==> config.mk <==
export PLATFORM = sky130hd
export DESIGN_NAME = eth_tx_arbiter_flat
export DESIGN_NICKNAME = d
export VERILOG_FILES = /design/src/rtl/eth_pkg.sv /design/src/rtl/eth_tx_arbiter_if.sv /design/src/rtl/rr_arbiter.sv /design/src/rtl/eth_tx_arbiter.sv /design/src/flat_wrapper.sv
export SDC_FILE = /design/constraint.sdc
export NUM_CORES = 1
export LEC_CHECK = 0
export ABC_AREA = 1
export CAP_MARGIN = 25
export CORE_MARGIN = 4
export CORE_UTILIZATION = 49
export DETAILED_ROUTE_END_ITERATION = 10
export PLACE_DENSITY_LB_ADDON = 0.12
export SYNTH_ARGS = -nofsm -noshare
export SYNTH_HDL_FRONTEND = slang
export SYNTH_SLANG_ARGS = --single-unit
==> constraint.sdc <==
create_clock -name sys_clk -period 1.7 [get_ports sys_clk]
set_input_delay 0.17 -clock sys_clk [delete_from_list [all_inputs] [get_ports sys_clk]]
set_output_delay 0.17 -clock sys_clk [all_outputs]
set_load 0.05 [all_outputs]
==> src/rtl/eth_pkg.sv <==
// eth_pkg: shared types and constants for the Ethernet TX frame arbiter.
// Contents: FSM state encoding, EtherType constants, grant index width.
// Optional states ST_ABORT/ST_DRAIN exist only when ETH_TX_ARB_TIMEOUT_EN is defined.
package eth_pkg;
  localparam int GRANT_W = 3;
  localparam logic [15:0] ETH_TYPE_IPV4 = 16'h0800;
  localparam logic [15:0] ETH_TYPE_ARP = 16'h0806;
  typedef enum logic [2:0] {
    ST_IDLE,
    ST_XFER,
    ST_IFG
`ifdef ETH_TX_ARB_TIMEOUT_EN
    ,
    ST_ABORT,
    ST_DRAIN
`endif
  } state_t;
endpackage

==> src/rtl/eth_tx_arbiter_if.sv <==
// eth_tx_arbiter_if: bundle of source AXI-Stream requesters and the MAC-side stream.
// master: environment (drives source beats, EtherTypes and MAC ready).
// slave: arbiter (drives source readies, MAC stream, m_eth_type, grant_id, busy).
interface eth_tx_arbiter_if #(parameter int NUM_SRC = 2);
  import eth_pkg::*;
  logic [8*NUM_SRC-1:0] s_axis_tdata;
  logic [NUM_SRC-1:0] s_axis_tvalid;
  logic [NUM_SRC-1:0] s_axis_tlast;
  logic [NUM_SRC-1:0] s_axis_tready;
  logic [16*NUM_SRC-1:0] s_eth_type;
  logic [7:0] m_axis_tdata;
  logic m_axis_tvalid;
  logic m_axis_tlast;
  logic m_axis_tuser;
  logic m_axis_tready;
  logic [15:0] m_eth_type;
  logic [GRANT_W-1:0] grant_id;
  logic busy;
  modport master (
    output s_axis_tdata, s_axis_tvalid, s_axis_tlast, s_eth_type, m_axis_tready,
    input s_axis_tready, m_axis_tdata, m_axis_tvalid, m_axis_tlast, m_axis_tuser,
    input m_eth_type, grant_id, busy
  );
  modport slave (
    input s_axis_tdata, s_axis_tvalid, s_axis_tlast, s_eth_type, m_axis_tready,
    output s_axis_tready, m_axis_tdata, m_axis_tvalid, m_axis_tlast, m_axis_tuser,
    output m_eth_type, grant_id, busy
  );
endinterface

==> src/rtl/rr_arbiter.sv <==
// rr_arbiter: combinational rotating-priority picker.
// Ports: req (one bit per source), last_grant (previous winner) -> grant (winner index), valid (any request).
module rr_arbiter #(
  parameter int NUM_SRC = 2,
  parameter int GW = 3
) (
  input logic [NUM_SRC-1:0] req,
  input logic [GW-1:0] last_grant,
  output logic [GW-1:0] grant,
  output logic valid
);
  localparam int IW = (NUM_SRC > 1) ? $clog2(NUM_SRC) : 1;
  logic [IW-1:0] idx;
  // Scanning from the farthest candidate back to last_grant+1 lets the nearest requester win last.
  always_comb begin
    grant = '0;
    valid = 1'b0;
    idx = '0;
    for (int i = NUM_SRC; i >= 1; i--) begin
      idx = IW'((int'(last_grant) + i) % NUM_SRC);
      if (req[idx]) begin
        grant = GW'(idx);
        valid = 1'b1;
      end
    end
  end
endmodule

==> src/rtl/eth_tx_arbiter.sv <==
// eth_tx_arbiter: frame-level round-robin arbiter sharing the MAC TX byte stream among NUM_SRC sources.
// Ports: sys_clk, sys_rst (async, active high), bus (eth_tx_arbiter_if.slave: source streams,
// MAC stream, latched EtherType, grant_id, busy).
// Optional macro ETH_TX_ARB_TIMEOUT_EN adds a mid-frame stall timeout with ABORT/DRAIN states.
module eth_tx_arbiter
  import eth_pkg::*;
#(
  parameter int NUM_SRC = 2,
  parameter int IFG_CYCLES = 12,
  parameter int TIMEOUT_CYCLES = 1024
) (
  input logic sys_clk,
  input logic sys_rst,
  eth_tx_arbiter_if.slave bus
);
  localparam int IW = (NUM_SRC > 1) ? $clog2(NUM_SRC) : 1;
  localparam state_t POST = (IFG_CYCLES == 0) ? ST_IDLE : ST_IFG;
  if (NUM_SRC < 2 || NUM_SRC > 8 || TIMEOUT_CYCLES < 1) begin : g_bad_cfg
    $error("eth_tx_arbiter: unsupported parameter set");
  end
  state_t state, state_nxt;
  logic [GRANT_W-1:0] grant_id, last_grant, pick;
  logic [IW-1:0] gi;
  logic pick_vld, g_valid, g_last, frame_done;
  logic [15:0] eth_type;
  logic [31:0] ifg_cnt;
  rr_arbiter #(.NUM_SRC(NUM_SRC), .GW(GRANT_W)) u_rr (
    .req(bus.s_axis_tvalid),
    .last_grant(last_grant),
    .grant(pick),
    .valid(pick_vld)
  );
  assign gi = grant_id[IW-1:0];
  assign g_valid = bus.s_axis_tvalid[gi];
  assign g_last = bus.s_axis_tlast[gi];
  assign bus.grant_id = grant_id;
  assign bus.m_eth_type = eth_type;
  assign bus.busy = state != ST_IDLE;
`ifdef ETH_TX_ARB_TIMEOUT_EN
  logic [31:0] stall_cnt;
  logic stall_hit;
  assign stall_hit = !g_valid && stall_cnt == 32'(TIMEOUT_CYCLES - 1);
`endif
  always_comb begin
    state_nxt = state;
    frame_done = 1'b0;
    bus.m_axis_tdata = '0;
    bus.m_axis_tvalid = 1'b0;
    bus.m_axis_tlast = 1'b0;
    bus.m_axis_tuser = 1'b0;
    bus.s_axis_tready = '0;
    case (state)
      ST_IDLE: state_nxt = pick_vld ? ST_XFER : ST_IDLE;
      ST_XFER: begin
        bus.m_axis_tdata = bus.s_axis_tdata[8*gi +: 8];
        bus.m_axis_tvalid = g_valid;
        bus.m_axis_tlast = g_last;
        bus.s_axis_tready[gi] = bus.m_axis_tready;
        frame_done = g_valid && g_last && bus.m_axis_tready;
        state_nxt = frame_done ? POST : ST_XFER;
`ifdef ETH_TX_ARB_TIMEOUT_EN
        if (stall_hit) state_nxt = ST_ABORT;
`endif
      end
      ST_IFG: state_nxt = ifg_cnt == 32'd0 ? ST_IDLE : ST_IFG;
`ifdef ETH_TX_ARB_TIMEOUT_EN
      ST_ABORT: begin
        bus.m_axis_tvalid = 1'b1;
        bus.m_axis_tlast = 1'b1;
        bus.m_axis_tuser = 1'b1;
        state_nxt = bus.m_axis_tready ? ST_DRAIN : ST_ABORT;
      end
      ST_DRAIN: begin
        bus.s_axis_tready[gi] = 1'b1;
        frame_done = g_valid && g_last;
        state_nxt = frame_done ? POST : ST_DRAIN;
      end
`endif
      default: state_nxt = ST_IDLE;
    endcase
  end
  always_ff @(posedge sys_clk or posedge sys_rst) begin
    if (sys_rst) begin
      state <= ST_IDLE;
      grant_id <= '0;
      last_grant <= GRANT_W'(NUM_SRC - 1);
      eth_type <= '0;
      ifg_cnt <= '0;
    end else begin
      state <= state_nxt;
      if (state == ST_IDLE && pick_vld) begin
        grant_id <= pick;
        eth_type <= bus.s_eth_type[16*pick[IW-1:0] +: 16];
      end
      if (frame_done) last_grant <= grant_id;
      if (frame_done) ifg_cnt <= 32'(IFG_CYCLES - 1);
      else if (state == ST_IFG) ifg_cnt <= ifg_cnt - 32'd1;
    end
  end
`ifdef ETH_TX_ARB_TIMEOUT_EN
  // Counts consecutive XFER cycles with the granted source idle; any other state clears it.
  always_ff @(posedge sys_clk or posedge sys_rst) begin
    if (sys_rst) stall_cnt <= '0;
    else stall_cnt <= (state == ST_XFER && !g_valid) ? stall_cnt + 32'd1 : '0;
  end
`endif
endmodule

==> src/flat_wrapper.sv <==
// flat-port wrapper written by rule: the top's interface ports become plain ports
module eth_tx_arbiter_flat import eth_pkg::*;
#(
  parameter int NUM_SRC = 2,
  parameter int IFG_CYCLES = 12,
  parameter int TIMEOUT_CYCLES = 1024
)
  (sys_clk, sys_rst, bus_s_axis_tdata, bus_s_axis_tvalid, bus_s_axis_tlast, bus_s_eth_type, bus_m_axis_tready, bus_s_axis_tready, bus_m_axis_tdata, bus_m_axis_tvalid, bus_m_axis_tlast, bus_m_axis_tuser, bus_m_eth_type, bus_grant_id, bus_busy);
  eth_tx_arbiter_if #(.NUM_SRC(NUM_SRC)) bus_i ();
  input logic sys_clk;
  input logic sys_rst;
  input wire logic [$bits(bus_i.s_axis_tdata)-1:0] bus_s_axis_tdata;
  input wire logic [$bits(bus_i.s_axis_tvalid)-1:0] bus_s_axis_tvalid;
  input wire logic [$bits(bus_i.s_axis_tlast)-1:0] bus_s_axis_tlast;
  input wire logic [$bits(bus_i.s_eth_type)-1:0] bus_s_eth_type;
  input wire logic [$bits(bus_i.m_axis_tready)-1:0] bus_m_axis_tready;
  output wire logic [$bits(bus_i.s_axis_tready)-1:0] bus_s_axis_tready;
  output wire logic [$bits(bus_i.m_axis_tdata)-1:0] bus_m_axis_tdata;
  output wire logic [$bits(bus_i.m_axis_tvalid)-1:0] bus_m_axis_tvalid;
  output wire logic [$bits(bus_i.m_axis_tlast)-1:0] bus_m_axis_tlast;
  output wire logic [$bits(bus_i.m_axis_tuser)-1:0] bus_m_axis_tuser;
  output wire logic [$bits(bus_i.m_eth_type)-1:0] bus_m_eth_type;
  output wire logic [$bits(bus_i.grant_id)-1:0] bus_grant_id;
  output wire logic [$bits(bus_i.busy)-1:0] bus_busy;
  assign bus_i.s_axis_tdata = bus_s_axis_tdata;
  assign bus_i.s_axis_tvalid = bus_s_axis_tvalid;
  assign bus_i.s_axis_tlast = bus_s_axis_tlast;
  assign bus_i.s_eth_type = bus_s_eth_type;
  assign bus_i.m_axis_tready = bus_m_axis_tready;
  assign bus_s_axis_tready = bus_i.s_axis_tready;
  assign bus_m_axis_tdata = bus_i.m_axis_tdata;
  assign bus_m_axis_tvalid = bus_i.m_axis_tvalid;
  assign bus_m_axis_tlast = bus_i.m_axis_tlast;
  assign bus_m_axis_tuser = bus_i.m_axis_tuser;
  assign bus_m_eth_type = bus_i.m_eth_type;
  assign bus_grant_id = bus_i.grant_id;
  assign bus_busy = bus_i.busy;
  eth_tx_arbiter #(.NUM_SRC(NUM_SRC), .IFG_CYCLES(IFG_CYCLES), .TIMEOUT_CYCLES(TIMEOUT_CYCLES)) u_core (.sys_clk(sys_clk), .sys_rst(sys_rst), .bus(bus_i));
endmodule
### Yosys cells after proc, flatten, opt, wreduce, memory -nomap -nowiden

Cells that the tools add are included.

| cells by class | value |
|---|---|
| add/sub/neg operators | 3 |
| $lt $le $gt $ge | 4 |
| eq/ne operators | 2 |
| shifts and indexed selects | 2 |
| mux-type cells | 25 |
| bitwise gates (word level) | 1 |
| reductions and logical operators | 8 |

Operators with widths:

| kind | number |
|---|---|
| $mux 32 | 2 |
| $logic_not 32->1 | 1 |
| $shiftx 32x6->16 | 1 |
| $sub 32x1->32 const B | 1 |
| $mux 1 | 16 |
| $shiftx 16x5->8 | 1 |
| $pmux 3 s3 | 1 |
| $mux 8 | 1 |
| $lt 1x2->1 const B | 3 |
| $mux 2 | 3 |
| $logic_and 1x1->1 | 4 |
| $eq 3x1->1 const B | 1 |
| $eq 3x2->1 const B | 1 |
| $logic_not 3->1 | 1 |
| $mux 3 | 1 |
| $reduce_bool 3->1 | 1 |
| $add 1x1->1 const B | 2 |
| $and 2x2->2 | 1 |
| $reduce_bool 2->1 | 1 |
| $demux 1 s1 | 1 |
| $ge 1x1->1 const B | 1 |

| storage, ports and cells | value |
|---|---|
| register bits | 55 |
| bits of input ports | 55 |
| logic and storage cells | 50 |

### Depth between registers and ports, before layout

Gate-level depths: netlist of the first run.

| depth | value |
|---|---|
| word-level depth | 7 |
| gate-level depth with buffers | 10 |
| mapped depth without buffers | 10 |

### Cells and area by module

A second synthesis of the first run with hierarchy kept.

| unflattened totals | value |
|---|---|
| cell total of the unflattened synthesis | 486 |
| area total of the unflattened synthesis | 3373.2 sq um |

By module, submodules not included:

| module | times used | cells an instance | area an instance (sq um) | seq. area each (sq um) |
|---|---|---|---|---|
| eth_tx_arbiter | 1 | 480 | 3339.5 | 1402.6 |
| rr_arbiter | 1 | 6 | 33.8 | 0.0 |

### Worst setup path after synthesis of the first run

Ideal clock, no wire load.

| timing path | value |
|---|---|
| path kind | register to output |
| start | register u_core.grant_id[0], in the netlist u_core.bus.grant_id[0] |
| end | output bus_s_axis_tready[1] |
| arrival time | 2.111 ns |
| slack | -0.581 ns |
| stages on the path, launching flop included | 4 |
| buffers on the path | 1 |
| cell sequence | dfrtp_1 -> inv_2 -> clkbuf_1 -> nor3_1 |

| on the way | value |
|---|---|
| longest elaborated chain between the ends | 6 |
| elaborated cells on any way between the ends | 7 |

RTL lines:

| element | line | text |
|---|---|---|
| from (decl) | eth_tx_arbiter.sv:22 | `logic [GRANT_W-1:0] grant_id, last_grant, pick;` |
| from (signal assigned) | eth_tx_arbiter.sv:92 | `grant_id <= pick;` |
| $lt 1x2->1 (not written as such) or $ge 1x1->1 (tied branches) | eth_tx_arbiter.sv:58 | `bus.s_axis_tready[gi] = bus.m_axis_tready;` |
| $logic_and 1x1->1 (not written as such) | eth_tx_arbiter.sv:58 |  |
| $mux 1 (not written as such) | eth_tx_arbiter.sv:58 |  |
| $demux 1 s1 (*) | n/a |  |
| $and 2x2->2 (no source line) (*) | n/a |  |
| $mux 2 (*) | eth_tx_arbiter.sv:52 | `case (state)` |
| to (decl) | flat_wrapper.sv:17 | `output wire logic [$bits(bus_i.s_axis_tready)-1:0] bus_s_axis_tready;` |

Mark *: on every way between the ends. The rest lies on a longest branch, timed or not.

### Final worst setup path of the first run

| timing path | value |
|---|---|
| start | register u_core.eth_type[14], in the netlist u_core.bus.m_eth_type[14] |
| end | output bus_m_eth_type[14] |

RTL lines:

| element | line | text |
|---|---|---|
| from (decl) | eth_tx_arbiter.sv:25 | `logic [15:0] eth_type;` |
| from (signal assigned) | eth_tx_arbiter.sv:93 | `eth_type <= bus.s_eth_type[16*pick[IW-1:0] +: 16];` |
| to (decl) | flat_wrapper.sv:22 | `output wire logic [$bits(bus_i.m_eth_type)-1:0] bus_m_eth_type;` |

No word-level cell between the ends.

==> results of run 1 <==
-- per-stage QoR --
stage               TNS [ps]  instance area [um^2]
finish                     0                  4501
global route          -28.34                  4501
CTS                        0                  4412
detailed placement         0                  4324
global placement           0                  4324
floorplan             -27.08                  3264
-- routing by layer --
metal | vias to the layer above | routed length, um
met5 | - | 0
met4 | 0 | 74
met3 | 8 | 522
met2 | 78 | 4102
met1 | 1437 | 3411
li1 | 1581 | -
-- layout make-up --
type / count / share of cell area [%]
inverter: 57 / 4.893
clock inverter: 2 / 0.2780
multi-input combinational: 322 / 37.53
timing repair buffer: 100 / 24.58
clock buffer: 6 / 1.612
sequential: 52 / 28.97
tap: 77 / 2.141
-- power groups by stage --
stage	sequential [mW]	clock [mW]	combinational, mW
3_3_place_gp	1.91	0	4.83
5_1_grt	1.95	0.772	5.46
6_report	1.90	0.692	5.06
4_1_cts	1.91	0.712	4.91
3_5_place_dp	1.92	0	4.90
2_1_floorplan	2.57	0	2.57
-- sequential cells by signal (all words and copies together), names as in the netlist --
| signal | flops |
|---|---|
| u_core.bus.grant_id | 1 |
| u_core.bus.m_eth_type | 16 |
| u_core.ifg_cnt | 32 |
| u_core.last_grant | 1 |
| u_core.state | 2 |
-- path summary, 6_finish.rpt --
| path | start | endpoint | slack, ps | cells past startpoint |
|---|---|---|---|---|
| worst min-delay path | sys_rst | u_core.ifg_cnt[15] | 150 | 2 |
| min in group sys_clk | bus_s_eth_type[18] | u_core.bus.m_eth_type[2] | 430 | 3 |
| max in group asynchronous | sys_rst | u_core.bus.m_eth_type[9] | 1000 | 3 |
| worst min register to register | u_core.last_grant[0] | u_core.last_grant[0] | 480 | 2 |
| worst max-delay path | u_core.bus.m_eth_type[14] | bus_m_eth_type[14] | 50 | 1 |
| worst max register to register | u_core.ifg_cnt[0] | u_core.ifg_cnt[28] | 110 | 9 |
-- repair_timing --
item                                    4_1_cts  5_1_grt
gates resized for setup                       1       13
endpoints found under the setup margin        8       16
setup buffers                                 0        4
pin swaps                                     0        2
-- cell usage in the layout, fill, tap and decap left out, types with 13 or more instances in the layout --
master             n
o21ai_1           13
a31oi_1           16
nand3_1           18
inv_1             46
buf_4             20
clkdlybuf4s50_1   64
dfrtp_1           50
nand2_1          116
buf_12            15
nor2_1            74
-- worst register-to-register path, delay by kind of cell (launching register included) --
kind | cells | cell delay, ps
fa+ha+maj | 1 | 220
buf+inv | 2 | 110
flops | 1 | 370
simple gates | 6 | 800
-- logic make-up (layout without fill, tap and decap cells) --
| group | Yosys count | after routing |
|---|---|---|
| fa+ha+maj | 1 | 1 |
| buf+inv | 72 | 165 |
| simple gates | 253 | 253 |
| flops | 52 | 52 |
| xor+xnor | 3 | 3 |
| other cells | 1 | 3 |
| compound gates | 62 | 62 |
==> impl_results.md, run 1 <==
- Leak: around 2.2 nW
- Sink Count: 52
- Final Setup Violations: 0
- Detailed Route WL: 8109 um
- GRT busiest layer: met2
- Post-Syn Area: approximately 3200 um^2
- Core footprint: 6314 um^2
- Mux contribution to synthesized area: 0%
- Register area share after synthesis: about 41%
- First-pass GRT wire length: 13700 um
- CP bufs+invs: 1
- Hold Crit Class: primary input to async pin
- Area of the multi-input gates: 1689 um^2
- Post-route insts no fill: 616
- Initial DRC Count: 243
- Pwr/cell area: about 1700 nW/um^2
- Ys flop type: dfrtp_1
- Combinational Power Share: between 60% and 70%
- Slew Limit Fails: 0
- FFs w/ async S/R, synth: 100.0%
- Max H-tree Level: 2
- I/O Buffers: 84
- F_max: 606.5 MHz
- MaxCap Viol Count: 0
- Clk buf depth: 2
- EDFF count, synth: 0
- Outcome: completed
- GRT Overall Usage: 22.27%
- Largest area contributor in the netlist: dfrtp_1
- Initial Util: 50.16%
- Ports: 88
- Slew @ Worst Pin: about 520 ps
- Max_slew headroom: between 60% and 70%
- Worst-path cell chain: clkdlybuf4s50_1
- Hold-fix buffers at CTS: 0
- Top cells by count, synth: nand2_1, nor2_1, dfrtp_1
- Setup Skew: 9.338 ps
- Register share of total power: 24.8%
- Critical path arrival: 1480 ps
- Synth top area cells: dfrtp_1, nand2_1, nor2_1
- Vias in the first global route: 2945
- Worst-path clk slew: 100 ps
- Post-route worst setup slack: 51.26 ps
- Die extent in y: slightly below 90 um
- Fill count: 533
- Nets: slightly below 600
- Worst Hold Slack: 153.4 ps
- Final Hold Violating Endpoints: 0
- GRT met3 Usage: 4.004%
- Synth Area in XOR/XNOR: 0.8297%
- Startpoint Class: register
- Fin crit share: 96.98%
- Largest family of logic cells by synthesized area: simple AND/OR/NAND/NOR gates
- Overflow after GRT: 0
- DR DRC count: 0
- Layout area overhead: 42.12%
- Clk_lat worst skew: 300 ps
- Final min period: 1649 ps
- DP HPWL: 6520 um
- Storage element area: 1304 um^2
- CTS Buf Count: 5
- Pint: about 3.8 mW
- Row count: 29
- Slowest-stage cell, CP: clkdlybuf4s50_1
- Post-layout util: a little under three quarters
- Yosys top cell area share: approximately two fifths
- Die width: 88.39 um
- Worst slack at placement: 25.77 ps
- CTS root buf: clkbuf_8
- Count leader, synth: nand2_1
- GPL Wtd Cong: between 0.9 and 1
- Adder-cell share of the synthesized area: 0.3951%
- TritonCTS clock tree: built
- Layout cells sized above 1: 19.48%
- Worst Path Max Fanout: 2
- Clock power frac: 9.0%
- Largest net degree at the start of global routing: 35
- Crit. End Element: output port
- Critical path's top delay family: buffers and inverters
- Post-Synthesis Cells: between 400 and 500
- Psw: 3.841 mW
- Via Count: 3104
- DIE AREA: roughly 7800 um^2
- Initial antenna violation count: 0
- Peak VDD IR: ~1.4 mV
- Switching share of power: 50.22%
- Met2 usage: 39.70%
- Routed len/inst: 13.16 um
- ANT nets after route: 0
- Synthesized area per cell: 7.132 um^2
- Vias per Instance: 5.039
- Simple-Gate Fraction of Synth Area: 35.91%
- Dpl cells: around 610
- Diode count: 0
- DR pass1 iterations: 4
- Worst EP required: 1530 ps
- Design Power: 7.649 mW
- Warnings from Yosys: 0
- Synth cell types: 33
- Post-synthesis compound-gate area fraction: 11.73%
- Yosys reg bits: 52
- Slowest Stage Delay on Critical Path: slightly above 800 ps
- GRT met1 Usage: around 28%
- Setup CP Type: register to output port
Power figures use the tool's default switching activity.
==> run 2: changes to the inputs <==
--- a/config.mk
+++ b/config.mk
@@ -10,6 +10,7 @@
 export CORE_MARGIN = 4
 export CORE_UTILIZATION = 49
 export DETAILED_ROUTE_END_ITERATION = 10
+export GPL_TIMING_DRIVEN = 0
 export PLACE_DENSITY_LB_ADDON = 0.12
 export SYNTH_ARGS = -nofsm -noshare
 export SYNTH_HDL_FRONTEND = slang
==> run 2 against run 1 <==
Compared with the run above:
- critical path depth stayed put
- fmax shrank 0.78%
- clock skew shrank 0.96 ps
- global-route usage shrank 0.46 points
- first-iteration DRC count down 36%
- sequential share of layout area increased by 0.89 points
- total power decreased by 3.6%
- sequential cell count unchanged
- worst setup slack worse by 13 ps
- die area unchanged
- combinational power fell by 8.7%
- sequential power about the same
- critical path type unchanged
- highest routed layer unchanged
==> impl_results.md, run 2 (synthesized netlist as in run 1, its figures left out) <==
- Layout area overhead: 37.89%
- Initial DRC Count: about 160
- GPL Wtd Cong: 0.8805
- Nets: 594
- Placement-stage cell area: 4222 um^2
- Worst-path clk slew: around 100 ps
- Post-layout util: 69.16%
- Setup CP Type: register to output port
- Dpl cells: slightly above 600
- Worst Path Max Fanout: 2
- GRT Overall Usage: 21.81%
- Ports: 88
- Vias in the first global route: 2802
- Via Count: 3094
- Leading cell type in the layout, fill and taps excluded: nand2_1
- Max_slew headroom: around two thirds
- Critical path's top delay family: buffers and inverters
- Reg-to-reg setup timing slack: about 90 ps
- Hold-fix buffers at CTS: 0
- Fin crit share: between 90 and 100%
- Slew @ Worst Pin: 521.6 ps
- Worst Hold Slack: 111.1 ps
- Worst-path cell chain: clkdlybuf4s50_1
- Diode count: 0
- First-pass GRT wire length: 13300 um
- Post-route insts no fill: 616
- MaxCap Viol Count: 0
- Outcome: completed
- F_max: about 600 MHz
- DR DRC count: 0
- TritonCTS clock tree: built
- Post-CTS Setup Bufs: 0
- Clk_lat worst skew: between 300 and 400 ps
- CTS resizes: 76
- I/O Buffers: 84
- Slew Limit Fails: 0
- Die width: 88.39 um
- R2r endpoint: u_core.ifg_cnt[22]
- Reg2Reg Launch Point: u_core.ifg_cnt[0]
- Leak: 2.154 nW
- Setup Skew: 8.380 ps
- Metal3 WL: approximately 600 um
- Worst R2R Path Depth: 9
- Pwr/cell area: 1688 nW/um^2
- Top Layer Used: met4
- Die extent in y: 88.39 um
- Layout cells sized above 1: between 10% and 20%
- Initial Util: 50.16%
- Final min period: 1662 ps
- ANT nets after route: 0
- Max H-tree Level: 2
- Startpoint Class: register
- Overflow after GRT: 0
- Final Setup Violations: 0
- DR pass1 iterations: 4
- RSZ-0062 raised after global routing: no
- Met2 WL: 3969 um
- Hold Crit Class: primary input to async pin
- CTS root buf: clkbuf_8
- Core footprint: 6314 um^2
- Slowest Stage Delay on Critical Path: between 800 and 900 ps
- Critical path arrival: 1490 ps
- DP HPWL: approximately 6400 um
- Slowest-stage cell, CP: clkdlybuf4s50_1
- Crit. End Element: output port
- Fill count: 546
- Wl on met1: 3623 um
- Initial antenna violation count: 0
- Final Instance Area: 4367 um^2
- Most frequent cells in the layout: nand2_1, nor2_1, clkdlybuf4s50_1
- CP bufs+invs: 1
- Row count: 29
- Detailed Route WL: 8288 um
- Sink Count: 52
- Final Hold Violating Endpoints: 0
- Largest net degree at the start of global routing: 41
- DIE AREA: 7813 um^2
- Routed len/inst: about 13 um
- Biggest register: u_core.ifg_cnt
- CTS Buf Count: 5
- Max reg flops: 32
- Vias per Instance: 5.023
- Worst EP required: 1530 ps
- Peak VDD IR: approximately 1.3 mV
- Clk buf depth: 2
## run 2: through the flow
stage	TNS (ps)	total power, mW	worst slack (ps)
2_1_floorplan	-27.08	5.135	-27.08
3_3_place_gp	-47530	6.391	-980.4
3_5_place_dp	-6737	6.478	-602.6
4_1_cts	-8.557	7.339	-5.442
5_1_grt	0	7.863	2.745
6_report	0	7.370	38.25
## run 2: final cells by class
type / instances / area [um^2] / area share (%)
Buffer: 15 / 115.1 / 2.636
Timing Repair Buffer: 85 / 859.6 / 19.68
Inverter: 57 / 214.0 / 4.900
Sequential cell: 52 / 1304 / 29.86
Clock inverter: 2 / 38.79 / 0.8883
Clock buffer: 6 / 72.57 / 1.662
Multi-Input combinational cell: 322 / 1667 / 38.17
Tap cell: 77 / 96.34 / 2.206
## run 2: layer usage
layer  vias to the layer above  GRT usage (%)
li1                       1581              -
met1                      1420          29.86
met2                        86          35.49
met3                         7          4.097
met4                         0          6.181
met5                         -              0
## run 2: worst max-delay path by stage
| stage | start | to | cells after the start | slack [ps] |
|---|---|---|---|---|
| floorplan | u_core.state[1] | bus_s_axis_tready[1] | 4 | -30 |
| finish | u_core.bus.m_eth_type[1] | bus_m_eth_type[1] | 1 | 40 |
| detailed placement | u_core.bus.grant_id[0] | bus_m_axis_tdata[2] | 5 | -600 |
| global placement | sys_rst | u_core.bus.grant_id[0] | 2 | -980 |
| CTS | u_core.state[1] | bus_m_axis_tdata[2] | 5 | -5 |
| global route | u_core.bus.grant_id[0] | bus_m_axis_tdata[3] | 5 | 3 |
## run 2: where the power goes
part	switching (mW)	internal (mW)
Sequential	0.272	1.61
Combinational	3.10	1.52
Clock	0.421	0.445
==> run 3: changes to the inputs <==
--- a/config.mk
+++ b/config.mk
@@ -11,7 +11,8 @@
 export CORE_UTILIZATION = 49
 export DETAILED_ROUTE_END_ITERATION = 10
 export GPL_TIMING_DRIVEN = 0
-export PLACE_DENSITY_LB_ADDON = 0.12
+export HOLD_SLACK_MARGIN = 0.03
+export PLACE_DENSITY_LB_ADDON = 0.3
 export SYNTH_ARGS = -nofsm -noshare
 export SYNTH_HDL_FRONTEND = slang
 export SYNTH_SLANG_ARGS = --single-unit
==> run 3 against run 2 <==
Compared with the run above:
- worst setup slack worse by 2.5 ps
- largest cell class unchanged
- fmax is 0.15% lower
- sequential cell count stayed put
- core utilization hardly changed
- global-route usage grew 0.27 points
- sequential share of layout area hardly changed
- sequential power about the same
- first-iteration DRC count down 28%
- critical path type unchanged
- routed wire length increased by 0.16%
- via count grew 2.3%
==> impl_results.md, run 3 (synthesized netlist as in run 1, its figures left out) <==
- Layout cells sized above 1: 18.15%
- Worst-path cell chain: clkdlybuf4s50_1
- Post-route insts no fill: 617
- Overflow after GRT: 0
- DR DRC count: 0
- Max H-tree Level: 2
- Final Setup Violations: 0
- Wl on met1: 3588 um
- CTS root buf: clkbuf_8
- Max reg flops: 32
- GPL Wtd Cong: 0.9051
- Vias per Instance: 5.128
- Biggest register: u_core.ifg_cnt
- Outcome: completed
- F_max: 600.9 MHz
- Worst R2R Path Depth: 9
- Ports: 88
- Initial Util: 50.16%
- Final min period: about 1700 ps
- Setup CP Type: register to output port
- Post-layout util: around 69%
- RSZ-0062 raised after global routing: no
- First-pass GRT wire length: 13540 um
- Diode count: 0
- Row count: 29
- Core footprint: about 6300 um^2
- ANT nets after route: 0
- Fin crit share: 97.89%
- Pwr/cell area: 1674 nW/um^2
- Peak VDD IR: 1.221 mV
- Sink Count: 52
- Initial DRC Count: 113
- MaxCap Viol Count: 0
- Largest net degree at the start of global routing: 33
- Worst-path clk slew: 90 ps
- Leading cell type in the layout, fill and taps excluded: nand2_1
- Die extent in y: 88.39 um
- TritonCTS clock tree: built
- Clk_lat worst skew: about 310 ps
- Startpoint Class: register
- Met2 WL: 3969 um
- GRT Overall Usage: 22.09%
- DR pass1 iterations: 4
- Crit. End Element: output port
- Setup Skew: 10.54 ps
- DIE AREA: between 7000 and 8000 um^2
- DP HPWL: 6586 um
- CTS Buf Count: 5
- Worst Path Max Fanout: 2
- Max_slew headroom: 64.03%
- Slowest-stage cell, CP: clkdlybuf4s50_1
- Hold Crit Class: primary input to async pin
- Leak: 2.134 nW
- Slowest Stage Delay on Critical Path: between 800 and 900 ps
- Nets: between 500 and 600
- Worst EP required: roughly 1500 ps
- I/O Buffers: 84
- Top Layer Used: met4
- Hold-fix buffers at CTS: 0
- Die width: between 80 and 90 um
- Vias in the first global route: 2996
- CP bufs+invs: 1
- Layout area overhead: 37.85%
- Metal3 WL: between 500 and 600 um
- Routed len/inst: 13.45 um
- Clk buf depth: 2
- Detailed Route WL: 8301 um
- Dpl cells: 608
- Critical path arrival: approximately 1500 ps
- Slew @ Worst Pin: 537.8 ps
- Worst path depth: 1
- Slew Limit Fails: 0
- Final Hold Violating Endpoints: 0
- Via Count: around 3200
- Critical path's top delay family: buffers and inverters
- Initial antenna violation count: 0
- Most frequent cells in the layout: nand2_1, nor2_1, clkdlybuf4s50_1
- Reg-to-reg setup timing slack: roughly 150 ps
[run 3: repair_timing]
item,4_1_cts,5_1_grt
setup endpoints to repair,14,27
pin swaps,0,1
setup buffers,0,1
gates resized for setup,75,19
[run 3: worst paths after layout]
| check | from | to |
|---|---|---|
| setup reg to reg | u_core.ifg_cnt[0] | u_core.ifg_cnt[22] |
| setup / recovery | u_core.bus.m_eth_type[8] | bus_m_eth_type[8] |
| max in group asynchronous | sys_rst | u_core.last_grant[0] |
| hold / removal | sys_rst | u_core.ifg_cnt[23] |
| hold reg to reg | u_core.last_grant[0] | u_core.last_grant[0] |
| min in group sys_clk | bus_s_eth_type[15] | u_core.bus.m_eth_type[15] |
[run 3: final cells by class]
cell class | count | area [um^2]
Fill cell | 557 | 1948
Multi-Input combinational cell | 322 | 1664
Sequential cell | 52 | 1304
Timing Repair Buffer | 86 | 868.3
Inverter | 57 | 214.0
Buffer | 15 | 125.1
Tap cell | 77 | 96.34
Clock buffer | 7 | 86.33
Clock inverter | 1 | 7.507
[run 3: metal layers]
metal | vias up | track usage (%)
met5 | - | 0
met4 | 0 | 8.379
met3 | 21 | 4.562
met2 | 94 | 37.32
met1 | 1457 | 27.86
li1 | 1592 | -
[run 3: through the flow]
step / hold WS (ps) / instance area, um^2 / total power [mW] / TNS [ps] / worst slack (ps)
floorplan: 325.3 / 3264 / 5.135 / -27.08 / -27.08
global placement: 470.4 / 4202 / 6.400 / -42840 / -888.9
detailed placement: 486.9 / 4222 / 6.494 / -5653 / -509.0
CTS: 199.4 / 4309 / 7.239 / 0 / 19.36
global route: 234.7 / 4365 / 7.748 / 0 / 5.645
finish: 188.2 / 4365 / 7.307 / 0 / 35.80
[run 3: where the power goes]
| group | internal (mW) | switching (mW) | total, mW | leakage [nW] |
|---|---|---|---|---|
| sequential | 1.61 | 0.268 | 1.88 | 0.658 |
| clock | 0.332 | 0.409 | 0.741 | 0.0445 |
| combinational | 1.57 | 3.12 | 4.69 | 1.43 |
| total | 3.51 | 3.79 | 7.31 | 2.13 |
